**src/rtl/cmp_pkg.sv**
```systemverilog
// Shared types and the MSB-first decision step for the serial comparator family.
// The step is kept as a function so other serial blocks reuse the same rule.
package cmp_pkg;

    typedef enum logic [1:0] {CMP_EQ, CMP_LT, CMP_GT} cmp_result_e;

    typedef enum logic [1:0] {ST_IDLE, ST_COMPARE, ST_HOLD} scmp_state_e;

    // Once a bit pair has differed, the decision is final.
    // Later, less significant bits cannot change it.
    function automatic cmp_result_e cmp_decide(input cmp_result_e d,
                                               input logic a,
                                               input logic b);
        if (d != CMP_EQ)
            return d;
        else if (a & ~b)
            return CMP_GT;
        else if (~a & b)
            return CMP_LT;
        else
            return CMP_EQ;
    endfunction

endpackage

```
**src/rtl/serial_cmp_cell.sv**
```systemverilog
// Combinational cell for one MSB-first compare step.
// Shared with the serial min/max blocks.
module serial_cmp_cell
    import cmp_pkg::*;
(
    input  cmp_result_e dec_in,
    input  logic        a_bit,
    input  logic        b_bit,
    output cmp_result_e dec_out
);

    assign dec_out = cmp_decide(dec_in, a_bit, b_bit);

endmodule

```
**src/rtl/serial_magnitude_comparator.sv**
```systemverilog
// Bit-serial magnitude comparator. Operands arrive MSB-first, one bit pair per beat.
// The result is held until it is consumed, and malformed frames raise frame_err.
module serial_magnitude_comparator
    import cmp_pkg::*;
#(
    parameter  int WIDTH = 2,
    localparam int CNT_W = $clog2(WIDTH + 1)
) (
    input  logic clk,
    input  logic rst_n,
    input  logic in_valid,
    output logic in_ready,
    input  logic in_first,
    input  logic in_last,
    input  logic a_bit,
    input  logic b_bit,
    output logic out_valid,
    input  logic out_ready,
    output logic lower,
    output logic greater,
    output logic equal,
    output logic frame_err
);

    localparam logic [CNT_W-1:0] LAST_CNT = CNT_W'(WIDTH);

    scmp_state_e      state, state_d;
    cmp_result_e      dec, dec_d, dec_step, dec_seed;
    logic [CNT_W-1:0] cnt, cnt_d, cnt_step;
    logic             err_d, err_q;
    logic             beat;

    assign beat = in_valid & in_ready;

    // A beat carrying in_first always starts a fresh decision and count.
    assign dec_seed = in_first ? CMP_EQ : dec;
    assign cnt_step = in_first ? CNT_W'(1) : cnt + CNT_W'(1);

    serial_cmp_cell u_cell (
        .dec_in  (dec_seed),
        .a_bit   (a_bit),
        .b_bit   (b_bit),
        .dec_out (dec_step)
    );

    always_comb begin
        // NOTE: every signal gets a default here so no path leaves one unassigned, which would infer a latch.
        state_d = state;
        dec_d   = dec;
        cnt_d   = cnt;
        err_d   = 1'b0;

        if (beat) begin
            if ((state == ST_IDLE) && !in_first) begin
                err_d = 1'b1;
            end else begin
                err_d = (state == ST_COMPARE) && in_first;
                dec_d = dec_step;
                cnt_d = cnt_step;
                // The frame must end exactly on its WIDTH-th beat.
                if (cnt_step == LAST_CNT) begin
                    if (in_last) begin
                        state_d = ST_HOLD;
                    end else begin
                        err_d   = 1'b1;
                        state_d = ST_IDLE;
                    end
                end else if (in_last) begin
                    err_d   = 1'b1;
                    state_d = ST_IDLE;
                end else begin
                    state_d = ST_COMPARE;
                end
            end
        end else if ((state == ST_HOLD) && out_ready) begin
            state_d = ST_IDLE;
        end
    end

    // NOTE: sequential state uses non-blocking assignments so every register samples pre-edge values.
    always_ff @(posedge clk or negedge rst_n) begin
        if (!rst_n) begin
            state <= ST_IDLE;
            dec   <= CMP_EQ;
            cnt   <= '0;
            err_q <= 1'b0;
        end else begin
            state <= state_d;
            dec   <= dec_d;
            cnt   <= cnt_d;
            err_q <= err_d;
        end
    end

    assign in_ready  = rst_n & (state != ST_HOLD);
    assign out_valid = (state == ST_HOLD);
    assign lower     = out_valid & (dec == CMP_LT);
    assign greater   = out_valid & (dec == CMP_GT);
    assign equal     = out_valid & (dec == CMP_EQ);
    assign frame_err = err_q;

endmodule

```
**config.mk**
```make
export PLATFORM = sky130hd
export DESIGN_NAME = serial_magnitude_comparator
export DESIGN_NICKNAME = d
export VERILOG_FILES = /design/src/rtl/cmp_pkg.sv /design/src/rtl/serial_cmp_cell.sv /design/src/rtl/serial_magnitude_comparator.sv
export SDC_FILE = /design/constraint.sdc
export NUM_CORES = 1
export LEC_CHECK = 0
export ABC_AREA = 1
export BUFFER_PORTS_ARGS = -buffer_cell sky130_fd_sc_hd__buf_2
export CAP_MARGIN = 20
export CORE_AREA = 2 2 39 41
export CTS_BUF_LIST = sky130_fd_sc_hd__clkbuf_4
export DETAILED_ROUTE_END_ITERATION = 16
export DIE_AREA = 0 0 41 43
export GPL_TIMING_DRIVEN = 0
export PLACE_DENSITY_LB_ADDON = 0.25
export SETUP_SLACK_MARGIN = 0.02
export SYNTH_ARGS = -nofsm -noshare
export SYNTH_HDL_FRONTEND = slang
export SYNTH_SLANG_ARGS = --single-unit
```
**constraint.sdc**
```tcl
create_clock -name clk -period 3.1 [get_ports clk]
set_input_delay 0.62 -clock clk [delete_from_list [all_inputs] [get_ports clk]]
set_output_delay 0.62 -clock clk [all_outputs]
set_load 0.05 [all_outputs]
```
Yosys cells after proc, flatten, opt, wreduce, memory -nomap -nowiden
Cells that the tools add are included. Widths: inputs -> output; s select.

$add $sub $neg: 1. Equality and inequality tests: 7. Mux-type cells: 16. Bitwise gates (word level): 10. Reductions and logical operators: 10.

Operator list (number): $mux 2 (9); $and 1x1->1 (7); $mux 1 (7); $eq 2x2->1 const B (3); $eq 2x1->1 const B (2); $logic_not 2->1 (2); $ne 2x2->1 const B (2); $reduce_and 2->1 (2); $reduce_bool 2->1 (2); $logic_and 1x1->1 (3); $not 1->1 (3); $add 2x1->2 const B (1); $logic_not 1->1 (1).

Register bits after elaboration: 7. Input port bits: 8. Output and inout bits: 6. Logic and storage cells: 48.

Logic depth before layout (Yosys ltp)
Depth after elaboration: 6. Depth in mapped cells: 7. Mapped depth without buffers: 7.

By module
From an unflattened synthesis, not the netlist that was laid out.

Cells, all modules: 64. Area, all modules: 456.7 µm².

Modules (own cells, without submodules): serial_magnitude_comparator (times used 1, cells an instance 56, area each 425.4 µm², seq. area each 175.2 µm²); serial_cmp_cell (times used 1, cells an instance 8, area each 31.3 µm², seq. area each 0.0 µm²).

Worst setup path before layout
Ideal clock, no wire load.

Path kind: register to output. Start point: register state[0]. End point: output port equal. Data arrival time: 1.651 ns. Required time: 2.480 ns. Path slack: 0.829 ns. Stages on the path, launching flop included: 4. Path buffers: 0. Cells stage by stage: dfrtp_1 > inv_1 > nand2_2 > nor3_1.

Longest elaborated chain between the ends: 2.

Ends and longest elaborated chain: start, declared (line serial_magnitude_comparator.sv:27) `scmp_state_e state, state_d;`; start signal, assigned (line serial_magnitude_comparator.sv:88) `state <= state_d;`; $eq 2x2->1 (line serial_magnitude_comparator.sv:96) `assign out_valid = (state == ST_HOLD);`; $and 1x1->1 (line serial_magnitude_comparator.sv:99) `assign equal = out_valid & (dec == CMP_EQ);`; end, declared (line serial_magnitude_comparator.sv:21) `output logic equal,`.

Every way passes these cells.

Worst setup path after layout
Start point: input port rst_n. End point: output port in_ready.

Longest elaborated chain between the ends: 1.

Ends and longest elaborated chain: start, declared (line serial_magnitude_comparator.sv:10) `input logic rst_n,`; $and 1x1->1 (line serial_magnitude_comparator.sv:95) `assign in_ready = rst_n & (state != ST_HOLD);`; end, declared (line serial_magnitude_comparator.sv:12) `output logic in_ready,`.

Every way passes these cells.

==> summary.txt <==
Timing
  – Actual slew at the worst max-slew pin: 0.252 ns
  – Worst Slack Setup Final: 1.15 ns
  – Post-Route Setup TNS: 0 ns
  – RSZ-0062 raised after global routing: false
  – Fmax achieved: 513 MHz
  – Final Hold Fails: 0
  – WHS: 0.215 ns
  – Rel. slew slack: 0.833
  – Clk_skew: 0.00689 ns
  – Final period utilization: 0.629
  – Setup violators final: 0
  – Min Tclk post-route: 1.95 ns
  – Fin. max-slew vios: 0

Cells and area
  – Synth-to-Final Area Change: 26.1%
  – Fillers: 153
  – N_diodes: 0
  – Fin area: 556 sq um
  – Share of cells above drive strength 1: 0.299
  – Multi-input logic area: 228 sq um
  – Final core utilization: 0.401
  – Non-filler cells, final: 93
  – Fin nets: 86
  – Register area: 175 sq um

Pwr
  – Pint: 191 uW
  – Switching Share: 0.334
  – Comb power frac: 0.261
  – NetSw: 95.8 uW
  – PwrDens: 517 nW/um^2
  – LEAKAGE: 0.303 nW
  – Peak supply drop: 0.231 mV
  – Clock Power Share: 0.314
  – Sequential share of power: 0.425
  – Total power: 287 uW

Synth
  – Ys async rst share: 1.00
  – Synthesized flop and latch total: 7
  – Synth top area share: 0.398
  – Sequential area share after synthesis: 0.398
  – Top cell type by total area after synthesis: dfrtp_1
  – Synth top area cells: dfrtp_1 (40%), nand2_1 (14%), inv_1 (8.5%)
  – Mapped cell area: 440 sq um
  – Mux cell area share after synthesis: 0
  – Post-Synth XOR/XNOR Area: 0.0199
  – Synth Instances: 60
  – Post-synthesis adder-cell area fraction: 0
  – EDFF count, synth: 0
  – Cell with the most instances after synthesis: nand2_1
  – Largest family of logic cells by synthesized area: simple AND/OR/NAND/NOR gates
  – Synthesized area per cell: 7.34 sq um
  – Synth Flop Type: dfrtp_1
  – Post-Synth Simple-Gate Area: 0.392
  – Top post-synthesis cells by count: nand2_1 (17), inv_1 (10), dfrtp_1 (7)
  – Yosys cell types: 17
  – Syn Nets: 68
  – Yosys warnings: 0
  – Post-synthesis compound-gate area fraction: 0.105

Worst setup path
  – Reg2Reg Setup Slack: 2.03 ns
  – Reg-to-Reg Start: state[0]
  – Setup crit end kind: output pin
  – Worst EP arrival: 1.33 ns
  – Worst Path Class, Setup: in2out
  – Critical Path Start Type: input port
  – Max FO, Critical Path: 9
  – Critical path startpoint: rst_n
  – CP required: 2.48 ns

GRT
  – Overflow left after global routing: 0
  – Vias in the first global route: 362
  – Antenna violations before repair: 0
  – Pin count of the biggest net entering global routing: 10
  – GRT Resource Usage Total: 0.127
  – Global-route wire length before repair: 1410 um

Placed design
  – Placed cells: 89
  – PortBufs: 13
  – Dpl cell area: 526 sq um
  – Dpl hpwl: 743 um
  – RePlAce Congestion: 0.749
  – Worst slack, placed: 1.13 ns

Clock network
  – Hold Buf Count CTS: 0
  – Worst-path clk slew: 0.05 ns
  – Cts repair resizes: 0
  – Clk_lat worst skew: 0.25 ns
  – CTS Buf Count: 3
  – Setup bufs post-CTS: 0
  – CTS tree: yes
  – Clk buf depth: 2
  – Clk root buf: clkbuf_4
  – H-tree levels: 1
  – CTS Sinks: 7

Job
  – Count of max-cap constraint violations: 0

Run status
  – Status: completed

Routing
  – Vias per inst: 4.48
  – Routed WL: 878 um
  – DR pass1 iterations: 4
  – 1st-iter DRT viols: 5
  – Post-route ant nets: 0
  – DRC viols: 0
  – DR vias: 417
  – WL/cell: 9.44 um

Floorplan
  – IO Count: 14
  – Die height: 43 um
  – Die ar.: 1760 sq um
  – Initial Util: 0.318
  – Core outline area: 1380 sq um
  – FP Rows: 14
  – Die width: 41 um

Worst hold path
  – Worst hold path class: in2async
logic make-up (layout without fill, tap and decap cells):
logic type | after synthesis | count (layout)
compound gates | 8 | 8
xor+xnor | 1 | 1
buf+inv | 10 | 27
flops | 7 | 7
simple gates | 34 | 34
placed cells by master, fill, tap and decap left out:
| master | count |
|---|---|
| nor3_1 | 3 |
| o21bai_1 | 1 |
| nor2_1 | 6 |
| nor2_4 | 1 |
| nand2_1 | 17 |
| xnor2_1 | 1 |
| o21ai_0 | 3 |
| clkbuf_4 | 4 |
| a21oi_2 | 1 |
| a21oi_1 | 2 |
| nand3_2 | 2 |
| dfrtp_1 | 7 |
| nand3_4 | 1 |
| nand3_1 | 2 |
| inv_1 | 10 |
| buf_2 | 13 |
| o21ai_1 | 1 |
| nand4_1 | 1 |
| nand2_2 | 1 |
worst max-delay path: stages:
cell	delay (ns)
buf_2	0.22
inv_1	0.08
a21oi_2	0.13
buf_2	0.28
area by class of cell:
class | count | area share
multi-input combinational | 43 | 0.410
sequential | 7 | 0.315
timing repair buffer | 13 | 0.117
inverter | 10 | 0.0676
clock buffer | 4 | 0.0541
tap | 16 | 0.0360
power by group through the flow:
stage	Clock, mW	Sequential, mW	Combinational (mW)
floorplan	0	0.124	0.0532
global placement	0	0.123	0.0741
detailed placement	0	0.123	0.0764
CTS	0.0942	0.122	0.0766
global route	0.0987	0.124	0.0847
finish	0.0900	0.122	0.0750
flip-flops by register name, summed over array words and instances, names as in the netlist:
| register | flops |
|---|---|
| cnt | 2 |
| dec | 2 |
| frame_err | 1 |
| state | 2 |
final timing paths:
path / to / cells past startpoint
worst max-delay path: in_ready / 4
worst min-delay path: state[1] / 1
worst max register to register: cnt[1] / 5
worst min register to register: state[0] / 2
max in group asynchronous: cnt[1] / 1
min in group clk: state[0] / 2
metal layers:
| layer | vias up | GRT usage | routed length (um) |
|---|---|---|---|
| li1 | 223 | - | - |
| met1 | 180 | 0.135 | 408 |
| met2 | 12 | 0.184 | 397 |
| met3 | 2 | 0.0838 | 62 |
| met4 | 0 | 0.0600 | 9 |
| met5 | - | 0 | 0 |
(Power assumes the default switching activity.)
